===== config.mk =====
export PLATFORM = sky130hd
export DESIGN_NAME = alu32_sequencer
export DESIGN_NICKNAME = d
export VERILOG_FILES = /design/src/rtl/alu32_pkg.sv /design/src/rtl/alu_operand_swap.sv /design/src/rtl/alu32_sequencer.sv
export SDC_FILE = /design/constraint.sdc
export NUM_CORES = 1
export LEC_CHECK = 0
export CAP_MARGIN = 15
export CORE_MARGIN = 2
export CORE_UTILIZATION = 43
export DETAILED_ROUTE_END_ITERATION = 8
export PLACE_DENSITY = 0.84
export SLEW_MARGIN = 25
export SYNTH_ARGS = -nofsm -noshare
export SYNTH_HDL_FRONTEND = slang
export SYNTH_HIERARCHICAL = 1
export SYNTH_SLANG_ARGS = --single-unit

===== constraint.sdc =====
create_clock -name clk -period 2.1 [get_ports clk]
set_input_delay 0.21 -clock clk [delete_from_list [all_inputs] [get_ports clk]]
set_output_delay 0.21 -clock clk [all_outputs]
set_load 0.03 [all_outputs]

===== src/rtl/alu32_pkg.sv =====
// alu32_pkg: shared state encodings and ALU select constants for the alu32 issue controller
package alu32_pkg;
  typedef enum logic [1:0] {IDLE = 2'd0, LO = 2'd1, HI = 2'd2, RESP = 2'd3} state_t;
  localparam logic [1:0] SEL_SHIFT = 2'b00;
  localparam logic [1:0] SEL_ADD_A = 2'b01;
  localparam logic [1:0] SEL_ADD_B = 2'b10;
  localparam logic [1:0] SEL_LOGIC = 2'b11;
  localparam int SUB_BIT = 4;
  function automatic logic is_add(input logic [4:0] ctrl);
    return ctrl[1:0] == SEL_ADD_A || ctrl[1:0] == SEL_ADD_B;
  endfunction
endpackage


===== src/rtl/alu_operand_swap.sv =====
// alu_operand_swap: pre-swaps operand halves so the ALU adder's crossed inputs see A and B intact
module alu_operand_swap (
  input  logic        i_en,
  input  logic [31:0] i_x,
  input  logic [31:0] i_y,
  output logic [31:0] o_x,
  output logic [31:0] o_y
);
  assign o_x = i_en ? {i_y[31:16], i_x[15:0]} : i_x;
  assign o_y = i_en ? {i_x[31:16], i_y[15:0]} : i_y;
endmodule


===== src/rtl/alu32_sequencer.sv =====
// alu32_sequencer: issues one op at a time to alu32, chaining carry across two passes for 64-bit add/sub
module alu32_sequencer
  import alu32_pkg::*;
#(
  parameter int CNT_W = 16
) (
  input  logic             clk,
  input  logic             rst_n,
  input  logic             req_valid,
  output logic             req_ready,
  input  logic [4:0]       req_ctrl,
  input  logic             req_wide,
  input  logic             req_cin,
  input  logic [63:0]      req_a,
  input  logic [63:0]      req_b,
  output logic             rsp_valid,
  input  logic             rsp_ready,
  output logic [63:0]      rsp_data,
  output logic             rsp_carry,
  output logic [CNT_W-1:0] op_count,
  output logic [31:0]      alu_x,
  output logic [31:0]      alu_y,
  output logic [4:0]       alu_control,
  output logic             alu_cin,
  input  logic [31:0]      alu_out,
  input  logic             alu_cout
);
  state_t           r_state, w_next;
  logic [4:0]       r_ctrl;
  logic             r_wide, r_cin, r_carry_lo, r_carry;
  logic [63:0]      r_a, r_b, r_res;
  logic [CNT_W-1:0] r_cnt;
  logic             w_add, w_hi, w_act;
  logic [31:0]      w_x, w_y;
  assign w_add = is_add(r_ctrl);
  assign w_hi  = r_state == HI;
  assign w_act = r_state == LO || w_hi;
  alu_operand_swap u_swap (
    .i_en (w_add),
    .i_x  (w_hi ? r_a[63:32] : r_a[31:0]),
    .i_y  (w_hi ? r_b[63:32] : r_b[31:0]),
    .o_x  (w_x),
    .o_y  (w_y)
  );
  always_ff @(posedge clk or negedge rst_n)
    if (!rst_n) r_state <= IDLE;
    else r_state <= w_next;
  always_comb begin
    w_next = r_state == IDLE ? (req_valid ? LO : IDLE) :
             r_state == LO   ? (r_wide ? HI : RESP) :
             r_state == HI   ? RESP :
             (rsp_ready ? IDLE : RESP);
    req_ready   = r_state == IDLE;
    rsp_valid   = r_state == RESP;
    alu_x       = w_act ? w_x : '0;
    alu_y       = w_act ? w_y : '0;
    alu_control = w_act ? r_ctrl : '0;
    alu_cin     = r_state == LO ? r_cin : w_hi ? r_carry_lo : 1'b0;
  end
  // Upper result half is cleared on accept so narrow ops return zero there
  always_ff @(posedge clk or negedge rst_n)
    if (!rst_n) begin
      r_ctrl     <= '0;
      r_wide     <= 1'b0;
      r_cin      <= 1'b0;
      r_a        <= '0;
      r_b        <= '0;
      r_res      <= '0;
      r_carry_lo <= 1'b0;
      r_carry    <= 1'b0;
      r_cnt      <= '0;
    end else
      case (r_state)
        IDLE: if (req_valid) begin
          r_ctrl  <= req_ctrl;
          r_wide  <= req_wide && is_add(req_ctrl);
          r_cin   <= req_cin;
          r_a     <= req_a;
          r_b     <= req_b;
          r_res   <= '0;
          r_carry <= 1'b0;
        end
        LO: begin
          r_res[31:0] <= alu_out;
          r_carry_lo  <= alu_cout;
          r_carry     <= w_add && alu_cout;
        end
        HI: begin
          r_res[63:32] <= alu_out;
          r_carry      <= alu_cout;
        end
        RESP: if (rsp_ready) r_cnt <= &r_cnt ? r_cnt : r_cnt + 1'b1;
        default: ;
      endcase
  assign rsp_data  = r_res;
  assign rsp_carry = r_carry;
  assign op_count  = r_cnt;
endmodule


# After elaboration in Yosys (flattened, before gate mapping)
# Cells that the tools add are included.
[word_totals] ff_bits=219 out_inout_bits=153
[classes] add_sub_neg=1 eq_ne=8 muxes=20 n_bitwise=1 n_reduce_logical=15
[ops] op="32-bit two-way mux" n=6
[ops] op="32-bit case mux with 2 select lines" n=2
[ops] op="64-bit two-way mux" n=1
[ops] op="16-bit by 1-bit adder with 16-bit output, second input constant" n=1
[ops] op="16-bit AND reduction" n=1
[ops] op="2-bit == test, second input constant" n=4
[ops] op="2-bit two-way mux" n=4
[ops] op="2-bit AND reduction" n=4
[ops] op="2-bit by 1-bit == test with 1-bit output, second input constant" n=3
[ops] op="1-bit two-way mux" n=5
[ops] op="5-bit two-way mux" n=1
[ops] op="2-bit nonzero test" n=2
[ops] op="1-bit logical OR" n=3
[ops] op="1-bit case mux with 3 select lines" n=1
[ops] op="3-bit AND reduction" n=1
[ops] op="3-bit nonzero test" n=1
[ops] op="1-bit logical AND" n=2
[ops] op="2-bit zero test" n=1
[ops] op="2-bit != test, second input constant" n=1
[ops] op="1-bit inverter" n=1

# Depth between registers and ports, before layout
[logic_depth] depth_word=4 ltp_mapped=7 ltp_nobuf=5

# Cells and area by module
# The synthesis kept the hierarchy.
[by_module_without_submodules] module="alu32_sequencer" instances=1 cells_per_inst=685 area_each_um2=9587.9
[by_module_without_submodules] module="alu_operand_swap" instances=1 cells_per_inst=68 area_each_um2=784.5

# Least setup slack after synthesis
# No wires, ideal clock.
[synth_timing] path_type="register to output" from="register r_state[0]" to="output alu_x[25]" t_arrival_ns=2.066 slack_ns=-0.176 path_stages_with_launch=8 n_path_buf=2 path_cell_list="dfrtp_1 inv_1 ha_1 clkbuf_1 clkbuf_1 mux2_2 mux2_4 and2_1"
[synth_via] elab_chain_cells=4
[synth_lines] item="start: declaration" line="alu32_sequencer.sv:28" text="state_t r_state, w_next;"
[synth_lines] item="start signal: assignment" line="alu32_sequencer.sv:47" text="else r_state <= w_next;"
[synth_lines] item="2-bit == test *" line="alu32_sequencer.sv:36" text="assign w_hi = r_state == HI;"
[synth_lines] item="32-bit two-way mux, on equally long branches" line="alu32_sequencer.sv:40, alu32_sequencer.sv:41"
[synth_lines] item="32-bit two-way mux *" line="alu_operand_swap.sv:9" text="assign o_x = i_en ? {i_y[31:16], i_x[15:0]} : i_x;"
[synth_lines] item="named net w_x[25]" line="alu32_sequencer.sv:34" text="logic [31:0] w_x, w_y;"
[synth_lines] item="32-bit two-way mux *" line="alu32_sequencer.sv:55" text="alu_x = w_act ? w_x : '0;"
[synth_lines] item="end: declaration" line="alu32_sequencer.sv:21" text="output logic [31:0] alu_x,"
# Mark *: on every way through the listed nets, which the timed path passes. The rest lies on a longest branch.

# Worst setup path after layout
[layout_timing] from="register r_state[1]" to="output alu_x[27]"
# The elaborated chain is that of the path after synthesis.

==> qor.yml <==
slew_headroom_pct: 66.2
fp.coreArea_sq_um: 23500
setup_viol: 70
clk_latency_ns: 0.52
fin_skew_ns: 0.0170
violations: "setup timing"
fin_crit_sh_pct: 124
crit_family: "multiplexers"
clockBufferDepth: 3
grt_pass1_vias: 8379
grt_pass1_wl_mm: 48.5
grt_use_total_pct: 24.2
crit_path_start_kind: "register"
antenna_found_initial: 2
synth_fp_nets: 930
yosysSeqAreaShare_pct: 52.8
cts_buffers: 24
status: "complete, but fails checks"
synth_cell_type_count: 39
synth_area_sq_um: 10400
ys_warn_count: 6
die-area_sq_um: 25400
crit_buf_inv: 4
grt_max_degree: 65
vias: 7750
worst-setup-path-type: "register to output pin"
place_congestion: 0.875
hpwl_mm: 21.0
start_util_pct: 44.1
async_flop_share_pct: 100
antenna_left: 0
power.leakage_nw: 7.06
worst_ir_drop_vdd_mv: 1.79
worstMarginPinSlew_ns: 0.506
critPathMaxStageDelay_ns: 0.41
netlist_instances: 753
wirelength_mm: 31.5
avgRoutedWirePerCell_um: 21.9
drt_iter0_drc: 530
drt-vias-per-instance: 5.38
syn_area_per_cell_sq_um: 13.8
fin_crit_ns: 2.60
preCtsSetupSlack_ns: -0.339
cp.arrival_ns: 2.39
die-width_um: 159
ioPinCount: 325
p_per_area_nw_per_um2: 2080
drive_above_1_share_pct: 44.8
drv_slew: 0
cts_tree: "done"
drc: 0
finalNetCount: 1279
firstDrtPassIters: 5
grt_remaining_overflow: 0
drv_cap: 0
cts-root-buf: "clkbuf_16"
post-route-util_pct: 67.9
max_freq_mhz: 384
worst-path-max-fanout: 4
synth_flop_cell: "dfrtp_1"
die_h_um: 159
numPortBuffers: 324
htreeDepth: 1
min_path_type: "input pin to async pin"
ys_ff_latch: 219
setup_slack_ns: -0.502
holdWs_ns: 0.200
hold_viol: 0
worstPathRequired_ns: 1.89
cp-end-kind: "output pin"
synth_edf_count: 0
area_growth_pct: 54.2
clk_pin_slew_ns: 0.06
rsz0062_at_grt: "yes"
path_cells: "ha_4 > buf_12 > buf_12 > buf_16 > mux2_4 > mux2_4 > and2_4 > buf_8"
fp-row-count: 56
cts_sinks: 219
crit_slowest_cell: "dfrtp_1"
power by group:
group          total (mW)  leakage, nW  switching (mW)  internal, mW
logic                21.5         3.97            9.77          11.7
clock network        4.30        0.415            1.74          2.56
registers            7.45         2.68            1.28          6.17
total                33.3         7.06            12.8          20.5
cell usage after synthesis, drive strengths merged, types with 5 or more instances:
cell | number | area (sq um)
mux2 | 232 | 2730
nand2 | 14 | 52.6
inv | 5 | 18.8
xor2 | 8 | 70.1
clkbuf | 29 | 109
ha | 5 | 62.6
o21ai | 8 | 40.0
dfrtp | 219 | 5480
buf | 57 | 415
a32o | 64 | 641
and2 | 69 | 432
nand3 | 5 | 30.0
xnor2 | 7 | 61.3
what timing repair did:
item	CTS	global route
endpoints found under the hold margin	92	0
resized for setup	461	24
buffers inserted	29	15
pin swaps	22	2
setup endpoints to repair	72	72
hold buffers	1	0
cloned	9	1
flip-flops by register name, indices dropped and copies added, names as in the netlist:
signal      count
op_count       16
r_a            64
r_b            64
r_carry_lo      1
r_cin           1
r_ctrl          5
r_state         2
r_wide          1
rsp_carry       1
rsp_data       64
stage by stage:
step	area (sq um)	std cells	power, mW	TNS (ns)
after detailed placement	14000	1347	24.4	-13.31
after global routing	16000	1440	34.7	-30.60
after global placement	14000	1347	24.0	-12.88
after CTS	15800	1427	32.7	-26.02
final	16000	1440	33.3	-25.59
after floorplan	10400	753	18.5	0
worst register-to-register path: cells and delay by family, from the launching register on:
kind | cells | cell delay, ns
AOI/OAI and AO/OA | 2 | 0.35
adders and majority gates | 1 | 0.20
buffers and inverters | 5 | 0.89
DFF | 1 | 0.41
area by class of cell:
class                           count  area [sq um]
Antenna cell                        1          2.50
Tap cell                          319           399
Sequential cell                   219          5480
Clock inverter                     13           130
Multi-Input combinational cell    443          4720
Inverter                            5          21.3
Fill cell                        1623          7550
Timing Repair Buffer              409          4560
Clock buffer                       31           687
cell families (layout without fill, tap and decap cells):
| group | after synthesis | after routing | synth area share (%) |
|---|---|---|---|
| other | 0 | 1 | 0 |
| XOR/XNOR | 15 | 15 | 1.27 |
| adder cells (fa/ha/maj) | 5 | 5 | 0.603 |
| buffers and inverters | 91 | 458 | 5.24 |
| AO/OA/AOI/OAI | 84 | 84 | 7.38 |
| flip-flops | 219 | 219 | 52.8 |
| AND/OR/NAND/NOR | 107 | 107 | 6.37 |
| multiplexers | 232 | 232 | 26.3 |
path summary, 6_finish.rpt:
| check | from | end | slack (ns) | cells after the start |
|---|---|---|---|---|
| max | r_state[1] | alu_x[27] | -0.50 | 8 |
| min | rst_n | r_a[23] | 0.20 | 2 |
| max reg2reg | r_state[1] | rsp_data[54] | 0.18 | 8 |
| min reg2reg | rsp_data[14] | rsp_data[14] | 0.49 | 1 |
| max in group asynchronous | rst_n | r_b[3] | 1.17 | 3 |
| min in group clk | req_a[28] | r_a[28] | 0.30 | 2 |
layout by cell type, fill, tap and decap left out, drive strengths merged, types with 7 or more instances in the layout:
| cell type | instances |
|---|---|
| a32o | 64 |
| clkbuf | 33 |
| and2 | 69 |
| xnor2 | 7 |
| dfrtp | 219 |
| clkdlybuf4s50 | 251 |
| clkinv | 11 |
| mux2 | 232 |
| xor2 | 8 |
| o21ai | 8 |
| nand2 | 14 |
| buf | 152 |
layer usage:
metal	vias to the layer above	GRT usage, %	routed length, um
met2	342	40.6	15400
met1	3930	28.8	12100
li1	3410	-	-
met5	-	0	12
met4	2	9.67	1360
met3	66	8.23	2720
Note: power is estimated with default switching activity, not from simulation.
